**config.mk**
```make
export PLATFORM = sky130hd
export DESIGN_NAME = fwd_hazard_unit
export DESIGN_NICKNAME = d
export VERILOG_FILES = /design/src/rtl/hazard_pkg.sv /design/src/rtl/reg_scoreboard.sv /design/src/rtl/fwd_hazard_unit.sv
export SDC_FILE = /design/constraint.sdc
export NUM_CORES = 1
export LEC_CHECK = 0
export ABC_AREA = 0
export CAP_MARGIN = 0
export CORE_AREA = 8 8 200 202
export CTS_BUF_LIST = sky130_fd_sc_hd__clkbuf_4 sky130_fd_sc_hd__clkbuf_8
export DETAILED_ROUTE_END_ITERATION = 8
export DIE_AREA = 0 0 208 210
export DONT_BUFFER_PORTS = 1
export MAX_ROUTING_LAYER = met4
export SLEW_MARGIN = 20
export SYNTH_ARGS = -nofsm -noshare
export SYNTH_HDL_FRONTEND = slang
export SYNTH_SLANG_ARGS = --single-unit
```
**constraint.sdc**
```tcl
create_clock -name clk -period 3.3 [get_ports clk]
set_clock_uncertainty 0.2 [all_clocks]
set_input_delay 0.66 -clock clk [delete_from_list [all_inputs] [get_ports clk]]
set_output_delay 0.66 -clock clk [all_outputs]
set_load 0.02 [all_outputs]
```
**src/rtl/hazard_pkg.sv**
```systemverilog
// Shared types and the per-read-port bypass/interlock selector for fwd_hazard_unit.
package hazard_pkg;

    localparam int XLEN   = 64;
    localparam int REG_AW = 5;

    typedef enum logic [2:0] {SRC_NONE, SRC_EX, SRC_MEM, SRC_WB, SRC_LU} fwd_src_e;
    typedef enum logic [1:0] {STALL_NONE, STALL_LOAD_USE, STALL_SCOREBOARD} stall_cause_e;

    typedef struct packed {
        fwd_src_e src;
        logic     ld_stall;
        logic     sb_stall;
    } port_sel_t;

    // Youngest producer wins; a not-yet-valid EX/MEM match stalls without looking further back.
    function automatic port_sel_t port_select(
        input logic              active,
        input logic [REG_AW-1:0] r,
        input logic              ex_we,
        input logic [REG_AW-1:0] ex_waddr,
        input logic              ex_dvalid,
        input logic              mem_we,
        input logic [REG_AW-1:0] mem_waddr,
        input logic              mem_dvalid,
        input logic              wb_we,
        input logic [REG_AW-1:0] wb_waddr,
        input logic              lu_done,
        input logic [REG_AW-1:0] lu_waddr,
        input logic              busy_r
    );
        port_sel_t s;
        s = '{src: SRC_NONE, ld_stall: 1'b0, sb_stall: 1'b0};
        if (active) begin
            if (ex_we && ex_waddr == r) begin
                if (ex_dvalid) s.src = SRC_EX;
                else           s.ld_stall = 1'b1;
            end else if (mem_we && mem_waddr == r) begin
                if (mem_dvalid) s.src = SRC_MEM;
                else            s.ld_stall = 1'b1;
            end else if (wb_we && wb_waddr == r) begin
                s.src = SRC_WB;
            end else if (lu_done && lu_waddr == r) begin
                s.src = SRC_LU;
            end else if (busy_r) begin
                s.sb_stall = 1'b1;
            end
        end
        return s;
    endfunction

endpackage

```
**src/rtl/reg_scoreboard.sv**
```systemverilog
// Busy bit per architectural register for outstanding long-latency ops; x0 never busy.
module reg_scoreboard #(
    parameter int NREG = 32
) (
    input  logic            clk,
    input  logic            rst_n,
    input  logic            set_en,
    input  logic [4:0]      set_addr,
    input  logic            clr_en,
    input  logic [4:0]      clr_addr,
    output logic [NREG-1:0] busy
);
    logic [NREG-1:0] busy_d;

    // Set is applied after clear so a same-cycle reissue to the retiring reg stays busy.
    always_comb begin
        busy_d = busy;
        if (clr_en) busy_d[clr_addr] = 1'b0;
        if (set_en) busy_d[set_addr] = 1'b1;
        busy_d[0] = 1'b0;
    end

    always_ff @(posedge clk) begin
        if (!rst_n) busy <= '0;
        else        busy <= busy_d;
    end

endmodule

```
**src/rtl/fwd_hazard_unit.sv**
```systemverilog
// Operand forwarding, LU scoreboard interlock and deadlock watchdog beside ID.
// Optional stall perf counters enabled by macro FWD_HAZARD_PERF_EN.
module fwd_hazard_unit #(
    parameter int XLEN        = 64,
    parameter int NREG        = 32,
    parameter int STALL_LIMIT = 255
) (
    input  logic            clk,
    input  logic            rst_n,
    input  logic            id_valid,
    input  logic [4:0]      raddr1,
    input  logic [4:0]      raddr2,
    input  logic            re1,
    input  logic            re2,
    input  logic            id_we,
    input  logic [4:0]      id_waddr,
    input  logic            id_lu,
    input  logic            ex_we,
    input  logic [4:0]      ex_waddr,
    input  logic [XLEN-1:0] ex_data,
    input  logic            ex_dvalid,
    input  logic            mem_we,
    input  logic [4:0]      mem_waddr,
    input  logic [XLEN-1:0] mem_data,
    input  logic            mem_dvalid,
    input  logic            wb_we,
    input  logic [4:0]      wb_waddr,
    input  logic [XLEN-1:0] wb_data,
    input  logic            lu_done,
    input  logic [4:0]      lu_waddr,
    input  logic [XLEN-1:0] lu_wdata,
    output logic            fwd_a,
    output logic            fwd_b,
    output logic [XLEN-1:0] src_a,
    output logic [XLEN-1:0] src_b,
    output logic            stall,
    output logic            id_fire,
    output logic [NREG-1:0] busy,
    output logic            deadlock,
    output logic [31:0]     ld_stall_cnt,
    output logic [31:0]     sb_stall_cnt
);
    import hazard_pkg::*;

    localparam int CW = $clog2(STALL_LIMIT + 1);

    logic [NREG-1:0]             busy_q;
    logic [1:0][REG_AW-1:0]      rd_addr;
    logic [1:0]                  rd_en;
    port_sel_t [1:0]             sel;
    logic [1:0][XLEN-1:0]        src;
    logic                        waw_stall, ld_any, sb_any;
    logic [CW-1:0]               stall_cnt;

    assign rd_addr = {raddr2, raddr1};
    assign rd_en   = {re2, re1};

    for (genvar p = 0; p < 2; p++) begin : g_port
        assign sel[p] = port_select(id_valid & rd_en[p] & (rd_addr[p] != '0), rd_addr[p],
                                    ex_we, ex_waddr, ex_dvalid,
                                    mem_we, mem_waddr, mem_dvalid,
                                    wb_we, wb_waddr,
                                    lu_done, lu_waddr, busy_q[rd_addr[p]]);
        always_comb begin
            src[p] = '0;
            case (sel[p].src)
                SRC_EX:  src[p] = ex_data;
                SRC_MEM: src[p] = mem_data;
                SRC_WB:  src[p] = wb_data;
                SRC_LU:  src[p] = lu_wdata;
                default: src[p] = '0;
            endcase
        end
    end

    assign fwd_a = (sel[0].src != SRC_NONE);
    assign fwd_b = (sel[1].src != SRC_NONE);
    assign src_a = src[0];
    assign src_b = src[1];

    // Writing a reg still owed by the LU would let the late LU result clobber it.
    assign waw_stall = id_we & (id_waddr != '0) & busy_q[id_waddr]
                     & ~(lu_done & (lu_waddr == id_waddr));
    assign ld_any  = sel[0].ld_stall | sel[1].ld_stall;
    assign sb_any  = sel[0].sb_stall | sel[1].sb_stall | waw_stall;
    assign stall   = ld_any | sb_any;
    assign id_fire = id_valid & ~stall;

    reg_scoreboard #(.NREG(NREG)) u_scoreboard (
        .clk      (clk),
        .rst_n    (rst_n),
        .set_en   (id_fire & id_lu & id_we),
        .set_addr (id_waddr),
        .clr_en   (lu_done),
        .clr_addr (lu_waddr),
        .busy     (busy_q)
    );
    assign busy = busy_q;

    always_ff @(posedge clk) begin
        if (!rst_n) begin
            stall_cnt <= '0;
            deadlock  <= 1'b0;
        end else begin
            if (!stall)
                stall_cnt <= '0;
            else if (stall_cnt != CW'(STALL_LIMIT))
                stall_cnt <= stall_cnt + 1'b1;
            if (stall && stall_cnt == CW'(STALL_LIMIT - 1))
                deadlock <= 1'b1;
        end
    end

`ifdef FWD_HAZARD_PERF_EN
    stall_cause_e cause;
    logic [31:0]  ld_q, sb_q;

    // A cycle with both causes is attributed to load-use only.
    assign cause = ld_any ? STALL_LOAD_USE : (sb_any ? STALL_SCOREBOARD : STALL_NONE);

    always_ff @(posedge clk) begin
        if (!rst_n) begin
            ld_q <= '0;
            sb_q <= '0;
        end else begin
            if (cause == STALL_LOAD_USE)   ld_q <= ld_q + 32'd1;
            if (cause == STALL_SCOREBOARD) sb_q <= sb_q + 32'd1;
        end
    end
    assign ld_stall_cnt = ld_q;
    assign sb_stall_cnt = sb_q;
`else
    assign ld_stall_cnt = '0;
    assign sb_stall_cnt = '0;
`endif

endmodule

```
== Yosys cells after proc, flatten, opt, wreduce, memory -nomap -nowiden ==
Cells that the tools add are included.

* Register bits: 41
* Bits of input ports: 304
* Output and inout port bits: 229
* Word-level logic and storage cells: 107

* Add/sub/neg operators: 1
* $lt $le $gt $ge: 6
* Equal/unequal tests: 19
* Multiplexer cells: 40
* Bitwise operators: 20
* Reduce and logical (&&, ||, !) cells: 17

{| class="wikitable"
|+ Operator list
! operator !! count
|-
| $pmux W64 S4 || 2
|-
| $mux W32 || 2
|-
| $eq A5 B5 Y1 || 9
|-
| $and A32 B32 Y32 || 1
|-
| $not A32 Y32 || 1
|-
| $or A32 B32 Y32 || 1
|-
| $lt A5 B6 Y1 const B || 4
|-
| $mux W1 || 20
|-
| $mux W3 || 6
|-
| $bmux W1 S5 || 3
|-
| $reduce_bool A5 Y1 || 3
|-
| $eq A3 B2 Y1 const B || 4
|-
| $and A1 B1 Y1 || 11
|-
| $logic_and A1 B1 Y1 || 11
|-
| $demux W1 S5 || 2
|-
| $ge A5 B1 Y1 const B || 2
|-
| $mux W5 || 2
|-
| $add A8 B1 Y8 const B || 1
|-
| $eq A8 B8 Y1 const B || 1
|-
| $mux W4 || 2
|-
| $ne A8 B8 Y1 const B || 1
|-
| $eq A3 B1 Y1 const B || 2
|-
| $eq A3 B3 Y1 const B || 2
|-
| $reduce_bool A3 Y1 || 2
|-
| other kinds (4) || 8
|}

== Logic depth before layout (Yosys ltp) ==
Gate-level depths: netlist (run 1).

* Word-level depth: 16
* Gate-level depth with buffers: 11
* Gate-level depth less buffers: 7

== Modules after synthesis ==
Synthesis (run 1) repeated with hierarchy kept, for this count alone.

* Cell total of the unflattened synthesis: 885
* Area, all modules: 7,179.4 um^2

{| class="wikitable"
|+ Modules (own cells, without submodules)
! module !! instances !! cells an instance !! area each (um^2) !! sequential area each (um^2)
|-
| fwd_hazard_unit || 1 || 751 || 5,881.9 || 180.2
|-
| reg_scoreboard || 1 || 134 || 1,297.5 || 620.6
|}

== Least setup slack after synthesis (run 1) ==
Ideal clock, no wire load.

* Path kind: input to output
* Start: input port raddr1[4]
* End: output port src_a[0]
* Data arrival time: 2.732 ns
* Slack: -0.292 ns
* Stages: 10
* Cells stage by stage: buf_2 -> xnor2_1 -> nand2_1 -> or4b_1 -> a31oi_1 -> buf_4 -> buf_4 -> mux2i_1 -> nor2_1 -> a221o_1

* Cells in the longest elaborated chain, start to end: 9
* Elaborated cells on any way between the ends: 20
* Those cells by class: 8 x eq/ne; 6 x mux; 1 x bitwise; 5 x reduce/logical

{| class="wikitable"
|+ RTL lines
! item !! RTL line !! source
|-
| start, declared || fwd_hazard_unit.sv:11 || <nowiki>input logic [4:0] raddr1,</nowiki>
|-
| $eq A5 B5 Y1 || hazard_pkg.sv:43 || <nowiki>end else if (lu_done && lu_waddr == r) begin</nowiki>
|-
| $logic_and A1 B1 Y1 || hazard_pkg.sv:43 ||
|-
| $mux W3 || hazard_pkg.sv:43 ||
|-
| $mux W3 || hazard_pkg.sv:41 || <nowiki>end else if (wb_we && wb_waddr == r) begin</nowiki>
|-
| $mux W3 || hazard_pkg.sv:38 || <nowiki>end else if (mem_we && mem_waddr == r) begin</nowiki>
|-
| $mux W4 || hazard_pkg.sv:35 || <nowiki>if (ex_we && ex_waddr == r) begin</nowiki>
|-
| $mux W5 (*) || hazard_pkg.sv:34 || <nowiki>if (active) begin</nowiki>
|-
| $eq A3 B3 Y1 (tied with other cells) || fwd_hazard_unit.sv:66 || <nowiki>case (sel[p].src)</nowiki>
|-
| $pmux W64 S4 (*) || fwd_hazard_unit.sv:66 ||
|-
| end, declared || fwd_hazard_unit.sv:34 || <nowiki>output logic [XLEN-1:0] src_a,</nowiki>
|}

Every way passes the cells marked *; elsewhere a longest branch is shown, timed or not.

== Final worst setup path (run 1) ==
* Start: input port raddr1[2]
* End: output port src_a[33]

The elaborated chain is that of the path after synthesis.

==> results_tabular.tex, run 1 <==
\begin{tabular}{lr}
\hline
Metric & Value \\
\hline
\multicolumn{2}{l}{\textbf{Status}} \\
Outcome & finished with violations \\
Violations in the final reports & setup timing \\
\multicolumn{2}{l}{\textbf{Floorplanning}} \\
Horizontal die dimension & 208 um \\
Initial cell density of the core & 20.17\% \\
Ports placed on the boundary & 533 \\
Row cnt & 71 \\
Core area & roughly 37000 um\^{}2 \\
Die H & 210 um \\
Die area & roughly 44000 um\^{}2 \\
\multicolumn{2}{l}{\textbf{Place}} \\
Half-perimeter wire length after detailed placement & 38220 um \\
Count of input and output buffers & 0 \\
Placer's final routability congestion estimate & 1.060 \\
Post-Place Cells & 1416 \\
\multicolumn{2}{l}{\textbf{Power and ir drop}} \\
Internal cell power & about 920 uW \\
Total Power Consumption & $\sim$1.4 mW \\
Power per cell area & 125.8 nW/um\^{}2 \\
Switching part of the total power & around 36\% \\
Net Switching & 521.3 uW \\
Lkg Pwr & 4.716 nW \\
Clock group share of total power & a little under a quarter \\
Proportion of power drawn by combinational gates & around 43\% \\
Worst vdd rail ir drop & 0.0003695 V \\
Sequential power share & 33.9\% \\
\multicolumn{2}{l}{\textbf{Worst hold path}} \\
Worst min-delay path class & in -> reg \\
Cell count of the worst hold path & 1 \\
\multicolumn{2}{l}{\textbf{Run}} \\
Max\_cap viols & 0 \\
\multicolumn{2}{l}{\textbf{Synthesis}} \\
Synth warnings & 0 \\
Async set or reset register ratio after synthesis & 0\% \\
Sequential share of the synthesized area & 10.75\% \\
Most instantiated flip-flop cell in the synthesis netlist & sky130\_fd\_sc\_hd\_\_dfxtp\_1 \\
EDFF count, synth & 0 \\
Per-instance average area after synthesis & a little over 8 um\^{}2 \\
Mapped cell area & about 7500 um\^{}2 \\
Gate count of the mapped netlist & between 900 and 1k \\
Yosys cell types & between 60 and 70 \\
Number of storage elements in the synthesis netlist & 40 \\
\multicolumn{2}{l}{\textbf{GRT}} \\
Number of global-route vias before repair & 8422 \\
Largest net degree at the start of global routing & 50 \\
Total overflow reported by the global router & 0 \\
GRT Overall Usage & 21.51\% \\
First-pass GRT wire length & 67850 um \\
Initial antenna violation count & 1 \\
\multicolumn{2}{l}{\textbf{Final layout}} \\
Area of the multi-input gates & 7300 um\^{}2 \\
Share of post-route cells with drive strength above 1 & between 40\% and 50\% \\
Area Overhead vs Synth & 53.91\% \\
Fill count & between 3k and 4k \\
Flip-flop and latch area & $\sim$800 um\^{}2 \\
Utilization of the core after routing & about 31\% \\
Final Instance Count excl. Fillers & 1502 \\
Total Nets Final & 1331 \\
\multicolumn{2}{l}{\textbf{Clocking}} \\
Clock transition at the registers of the reported paths & 0.08 ns \\
Clock root buffer & sky130\_fd\_sc\_hd\_\_clkbuf\_8 \\
Hold-fix buffers, CTS & 0 \\
Max clock buf depth & 2 \\
TritonCTS clock tree & done \\
CTS Buf Count & 5 \\
Worst-skew pair later-pin latency & 0.30 ns \\
Number of H-tree levels & 2 \\
Clock tree sinks & 40 \\
\multicolumn{2}{l}{\textbf{Timing}} \\
Count of final hold-check violations & 0 \\
Final worst-path setup slack & -0.4176 ns \\
Worst slew margin & 65.19\% \\
Finish-stage setup viols & 121 \\
Slew at the pin with the worst max-slew slack & 0.5222 ns \\
Worst hold-check slack & 0.2516 ns \\
Unrepaired setup endpoints after global routing & true \\
Final critical delay including setup and external delays & 3.718 ns \\
Upper clock frequency limit & between 200 and 300 MHz \\
Final cycle utilization of the critical path & 112.7\% \\
Final total negative setup slack & -21.36 ns \\
Count of final max-slew check failures & 0 \\
\multicolumn{2}{l}{\textbf{Routing}} \\
Via density & around 5.6 \\
Via count & 8454 \\
Total wire length after detailed routing & 49570 um \\
Number of DRC markers after the initial detailed-route iteration & 670 \\
Wire length per cell after detailed routing & 33.00 um \\
Number of remaining DRC errors & 0 \\
Detailed Routing Iterations Pass 1 & 5 \\
Final antenna-violating net count & 0 \\
\multicolumn{2}{l}{\textbf{Worst setup path}} \\
Maximum net fanout on the critical path & 27 \\
Crit path capture type & output port \\
CP Launch Type & input pin \\
Setup Crit Path Kind & in -> out \\
Critical path data required time & 2.44 ns \\
Data arrival time of the critical path & 2.86 ns \\
Reg2Reg Depth & 8 \\
\hline
\end{tabular}
placed cells by master (no fill, tap or decap), types with 16 or more instances in the layout:
cell type,instances
sky130_fd_sc_hd__a221o_1,54
sky130_fd_sc_hd__a22oi_2,64
sky130_fd_sc_hd__buf_12,43
sky130_fd_sc_hd__buf_4,72
sky130_fd_sc_hd__buf_6,51
sky130_fd_sc_hd__conb_1,65
sky130_fd_sc_hd__dfxtp_1,40
sky130_fd_sc_hd__mux2i_1,115
sky130_fd_sc_hd__mux2i_2,28
sky130_fd_sc_hd__mux2i_4,16
sky130_fd_sc_hd__nand2_1,23
sky130_fd_sc_hd__nor2_1,82
sky130_fd_sc_hd__o211ai_1,34
sky130_fd_sc_hd__o21ai_4,42
sky130_fd_sc_hd__xor2_1,27
area by class of cell:
class	count	share of cell area, %
antenna	2	0.04363
clock buffer	5	0.6000
clock inverter	3	0.1636
inverter	8	0.2618
multi-input combinational	774	63.64
sequential	40	6.982
tap	474	5.171
timing repair buffer	196	23.14
sequential cells by signal, indices dropped and copies added (netlist names):
register	flops
stall_cnt	8
u_scoreboard.busy	31
deadlock	1
metal layers:
| metal | wire length, um | GRT usage (%) | vias to the layer above |
|---|---|---|---|
| li1 | - | - | 3658 |
| met1 | 16790 | 21.79 | 4199 |
| met2 | 24270 | 36.15 | 505 |
| met3 | 6459 | 10.52 | 92 |
| met4 | 2052 | 7.367 | 0 |
| met5 | 0 | - | - |
worst max-delay path: stages:
cell	delay (ns)
sky130_fd_sc_hd__xor2_1	0.17
sky130_fd_sc_hd__nor4_2	0.30
sky130_fd_sc_hd__and3_2	0.28
sky130_fd_sc_hd__mux2i_1	0.09
sky130_fd_sc_hd__or2_4	0.28
sky130_fd_sc_hd__nor3b_4	0.16
sky130_fd_sc_hd__buf_4	0.14
sky130_fd_sc_hd__buf_12	0.15
sky130_fd_sc_hd__a221o_1	0.42
sky130_fd_sc_hd__buf_12	0.18
worst paths after layout:
| kind | startpoint | to | slack (ns) |
|---|---|---|---|
| setup / recovery | raddr1[2] | src_a[33] | -0.42 |
| hold / removal | id_waddr[1] | u_scoreboard.busy[28] | 0.25 |
| setup reg to reg | u_scoreboard.busy[23] | u_scoreboard.busy[5] | 0.46 |
| hold reg to reg | stall_cnt[7] | stall_cnt[7] | 0.41 |
Yosys cell counts, drive strengths merged, types with 2 or more instances:
library cell	n	share of area (%)
o32ai	2	0.24
mux2i	159	21
dfxtp	40	11
mux4	10	3.0
and3	15	1.3
nor4	6	0.50
o2111a	2	0.30
nand3b	9	0.91
xor2	31	3.6
a22oi	64	6.4
xnor2	18	2.1
nand2b	4	0.34
o211ai	35	3.6
o21ai	74	5.0
o22ai	2	0.17
o41ai	13	2.6
ha	2	0.34
nor3	10	0.81
nor3b	2	0.20
or4b	2	0.27
mux2	2	0.30
or3	2	0.17
nand2	24	1.2
nand3	12	0.81
a311oi	3	0.59
nand4b	3	0.35
nor2	87	4.4
buf	132	12
a221o	64	8.6
nor4b	2	0.24
or2	3	0.25
or3b	5	0.59
or4	2	0.25
o31ai	15	1.5
inv	8	0.40
a31oi	6	0.59
clkbuf	31	1.6
nand4	5	0.62
what timing repair did:
action / 4_1_cts / 5_1_grt
cloned: 19 / 2
endpoints found under the setup margin: 132 / 132
endpoints found under the hold margin: 0 / 0
buffers inserted: 49 / 23
resized for setup: 227 / 110
pin swaps: 90 / 68
power groups by stage:
| stage | clock network, mW | registers (mW) | logic, mW |
|---|---|---|---|
| floorplan | 0 | 0.500 | 0.491 |
| global placement | 0 | 0.501 | 0.469 |
| detailed placement | 0 | 0.501 | 0.476 |
| CTS | 0.332 | 0.490 | 0.569 |
| global route | 0.349 | 0.490 | 0.658 |
| finish | 0.330 | 0.490 | 0.623 |
through the flow:
| stage | setup WS [ns] | instance area (um^2) |
|---|---|---|
| 2_1_floorplan | -0.2581 | 7985 |
| 3_3_place_gp | -0.4884 | 8852 |
| 3_5_place_dp | -0.5106 | 8852 |
| 4_1_cts | -0.3376 | 10880 |
| 5_1_grt | -0.4629 | 11470 |
| 6_report | -0.4176 | 11470 |
logic make-up after synthesis:
kind of cell / after synthesis / share of synthesized area, %
AO/OA/AOI/OAI: 289 / 30.71
XOR/XNOR: 49 / 5.759
adder cells (fa/ha/maj): 2 / 0.3357
buffers and inverters: 171 / 14.12
flip-flops: 40 / 10.75
multiplexers: 171 / 24.68
other: 1 / 0.05032
AND/OR/NAND/NOR: 197 / 13.60
Note: power is estimated with default switching activity, not from simulation.
==> run 2: changes to the inputs <==
Settings changed: CELL_PAD_IN_SITES_DETAIL_PLACEMENT set to 0, CELL_PAD_IN_SITES_GLOBAL_PLACEMENT set to 2, PLACE_DENSITY_LB_ADDON set to 0.1.
==> results_tabular.tex, run 2 (synthesis results as in run 1) <==
\begin{tabular}{lr}
\hline
Metric & Value \\
\hline
\multicolumn{2}{l}{\textbf{Routing}} \\
Routed length on met2 & 24910 um (was 24270 um) \\
Via count & 8230 (was 8454) \\
Number of DRC markers after the initial detailed-route iteration & 658 (was 670) \\
M1 WL & 18350 um (was 16790 um) \\
Number of remaining DRC errors & 0 (unchanged) \\
Via density & 5.516 (was 5.628) \\
Detailed Routing Iterations Pass 1 & 7 (was 5) \\
Total wire length after detailed routing & 48500 um (was 49570 um) \\
Wire length per cell after detailed routing & 32.51 um (was 33.00 um) \\
Final antenna-violating net count & 0 (unchanged) \\
Uppermost layer routed & met4 (unchanged) \\
Met3 Wirelength & 3956 um (was 6459 um) \\
\multicolumn{2}{l}{\textbf{Timing}} \\
Count of final hold-check violations & 0 (unchanged) \\
Worst slew margin & 59.09\% (was 65.19\%) \\
Final worst-path setup slack & -0.3460 ns (was -0.4176 ns) \\
Final cycle utilization of the critical path & 110.5\% (was 112.7\%) \\
Count of final max-slew check failures & 0 (unchanged) \\
Unrepaired setup endpoints after global routing & true (unchanged) \\
Slew at the pin with the worst max-slew slack & 0.6137 ns (was 0.5222 ns) \\
Finish-stage setup viols & 116 (was 121) \\
Upper clock frequency limit & 274.3 MHz (was 269.0 MHz) \\
Final total negative setup slack & -20.53 ns (was -21.36 ns) \\
Final critical delay including setup and external delays & 3.646 ns (was 3.718 ns) \\
\multicolumn{2}{l}{\textbf{Final layout}} \\
Utilization of the core after routing & 30.03\% (was 31.04\%) \\
Total inserted antenna cells & 0 (was 2) \\
Commonest cells after routing, fill and taps aside & sky130\_fd\_sc\_hd\_\_mux2i\_1 (110), sky130\_fd\_sc\_hd\_\_buf\_4 (89), sky130\_fd\_sc\_hd\_\_nor2\_1 (84), sky130\_fd\_sc\_hd\_\_conb\_1 (65), sky130\_fd\_sc\_hd\_\_a221o\_1 (55) (was sky130\_fd\_sc\_hd\_\_mux2i\_1 (115), sky130\_fd\_sc\_hd\_\_nor2\_1 (82), sky130\_fd\_sc\_hd\_\_buf\_4 (72), sky130\_fd\_sc\_hd\_\_conb\_1 (65), sky130\_fd\_sc\_hd\_\_a22oi\_2 (64)) \\
Top register by number of flip-flops & u\_scoreboard.busy (unchanged) \\
Total Nets Final & 1323 (was 1331) \\
Share of post-route cells with drive strength above 1 & 41.45\% (was 43.86\%) \\
Area Overhead vs Synth & 48.94\% (was 53.91\%) \\
Flip-flop count of the largest register after layout & 31 (unchanged) \\
Registers with the highest flip-flop counts & u\_scoreboard.busy (31), stall\_cnt (8), deadlock (1) (unchanged) \\
Commonest non-fill, non-tap cell in the layout & sky130\_fd\_sc\_hd\_\_mux2i\_1 (unchanged) \\
\multicolumn{2}{l}{\textbf{Floorplanning}} \\
Die area & 43680 um\^{}2 (unchanged) \\
Core area & 36960 um\^{}2 (unchanged) \\
Horizontal die dimension & 208 um (unchanged) \\
Die H & 210 um (unchanged) \\
Initial cell density of the core & 20.17\% (unchanged) \\
Ports placed on the boundary & 533 (unchanged) \\
Row cnt & 71 (unchanged) \\
\multicolumn{2}{l}{\textbf{Clocking}} \\
Max clock buf depth & 2 (unchanged) \\
Number of H-tree levels & 2 (unchanged) \\
TritonCTS clock tree & done (unchanged) \\
Clock tree sinks & 40 (unchanged) \\
Worst-skew pair later-pin latency & 0.30 ns (about the same) \\
Clock transition at the registers of the reported paths & 0.09 ns (was 0.08 ns) \\
Clock root buffer & sky130\_fd\_sc\_hd\_\_clkbuf\_8 (unchanged) \\
CTS Buf Count & 5 (unchanged) \\
\multicolumn{2}{l}{\textbf{GRT}} \\
Total overflow reported by the global router & 0 (unchanged) \\
First-pass GRT wire length & 65860 um (was 67850 um) \\
Largest net degree at the start of global routing & 66 (was 50) \\
Number of global-route vias before repair & 8235 (was 8422) \\
GRT Overall Usage & 20.57\% (was 21.51\%) \\
Initial antenna violation count & 0 (was 1) \\
\multicolumn{2}{l}{\textbf{Worst setup path}} \\
Data arrival time of the critical path & 2.79 ns (was 2.86 ns) \\
Crit path capture type & output port (unchanged) \\
Setup Crit Path Kind & in -> out (unchanged) \\
RR Startpoint & u\_scoreboard.busy[31] (was u\_scoreboard.busy[23]) \\
Worst setup path startpoint & ex\_waddr[4] (was raddr1[2]) \\
Maximum net fanout on the critical path & 8 (was 27) \\
Endpoint of the worst-slack reg-to-reg timing path & u\_scoreboard.busy[18] (was u\_scoreboard.busy[5]) \\
Reg2Reg Depth & 10 (was 8) \\
CP Launch Type & input pin (unchanged) \\
Setup slack on the worst flop-to-flop path & 0.40 ns (was 0.46 ns) \\
Critical path data required time & 2.44 ns (about the same) \\
\multicolumn{2}{l}{\textbf{Power and ir drop}} \\
Lkg Pwr & 4.573 nW (was 4.716 nW) \\
Power per cell area & 139.8 nW/um\^{}2 (was 125.8 nW/um\^{}2) \\
Total Power Consumption & 1.552 mW (was 1.443 mW) \\
Worst vdd rail ir drop & 0.0002524 V (was 0.0003695 V) \\
\multicolumn{2}{l}{\textbf{Status}} \\
Outcome & finished with violations (unchanged) \\
Violations in the final reports & setup timing (unchanged) \\
\multicolumn{2}{l}{\textbf{Worst hold path}} \\
Hold\_sp & id\_waddr[1] (unchanged) \\
Cell count of the worst hold path & 1 (unchanged) \\
Worst min-delay path class & in -> reg (unchanged) \\
Hold Crit Endpoint & u\_scoreboard.busy[16] (was u\_scoreboard.busy[28]) \\
\multicolumn{2}{l}{\textbf{Run}} \\
Max\_cap viols & 0 (unchanged) \\
\multicolumn{2}{l}{\textbf{Place}} \\
Count of input and output buffers & 0 (unchanged) \\
Placer's final routability congestion estimate & 0.8564 (was 1.060) \\
Half-perimeter wire length after detailed placement & 38110 um (was 38220 um) \\
\hline
\end{tabular}
-- run 2: changes by cell type in the layout (fill, tap and decap cells not counted), sizes merged --
| cell | previous run | this run |
|---|---|---|
| and2 | 2 | 1 |
| buf | 191 | 180 |
| bufbuf | 2 | 0 |
| bufinv | 0 | 1 |
| clkbuf | 8 | 15 |
| clkinv | 3 | 1 |
| diode | 2 | 0 |
-- run 2: area by class of cell --
type / instances / area [um^2]
sequential: 40 / 800.8
clock inverter: 2 / 35.03
tap: 474 / 593.1
inverter: 8 / 30.03
multi-input combinational: 773 / 7243
clock buffer: 6 / 76.32
fill: 3951 / 25860
timing repair buffer: 189 / 2321
-- run 2: how the worst max path moves through the flow --
stage,end,slack (ns),cells past startpoint
after global routing,src_a[44],-0.41,11
after global placement,src_a[35],-0.47,9
final,src_a[11],-0.35,10
after floorplan,src_a[0],-0.26,10
after detailed placement,src_a[35],-0.48,9
after CTS,src_a[11],-0.31,9
-- run 2: worst max-delay path: stages --
cell	delay [ns]
sky130_fd_sc_hd__xnor2_4	0.14
sky130_fd_sc_hd__nand2_2	0.07
sky130_fd_sc_hd__or4b_4	0.56
sky130_fd_sc_hd__a31oi_4	0.20
sky130_fd_sc_hd__buf_6	0.13
sky130_fd_sc_hd__buf_12	0.15
sky130_fd_sc_hd__buf_12	0.15
sky130_fd_sc_hd__mux2i_1	0.24
sky130_fd_sc_hd__nor2_1	0.07
sky130_fd_sc_hd__a221o_2	0.39
-- run 2: where the power goes --
| group | switching (mW) | total [mW] | internal, mW | leakage, nW |
|---|---|---|---|---|
| Sequential | 0.00447 | 0.489 | 0.485 | 0.322 |
| Combinational | 0.337 | 0.640 | 0.302 | 4.19 |
| Clock | 0.190 | 0.423 | 0.233 | 0.0586 |
| Total | 0.532 | 1.55 | 1.02 | 4.57 |
-- run 2: stage by stage --
step	setup WS, ns	cell area (um^2)	hold slack (ns)	std cells
after floorplan	-0.2581	7985	0.3548	984
after global placement	-0.4671	8838	0.3733	1436
after detailed placement	-0.4775	8838	0.3834	1436
after CTS	-0.3083	9682	0.2321	1464
after global routing	-0.4053	11100	0.2382	1492
final	-0.3460	11100	0.2470	1492
-- run 2: timing repair --
item,in CTS,in global routing
endpoints found under the setup margin,131,132
cloned,7,9
pin swaps,48,61
setup buffers,14,24
hold buffers,0,0
resized for setup,93,210
-- run 2: per-layer routing --
layer,global-route usage [%],up-vias
met5,-,-
met4,4.307,0
met3,5.525,59
met2,37.19,359
met1,22.51,4174
li1,-,3638
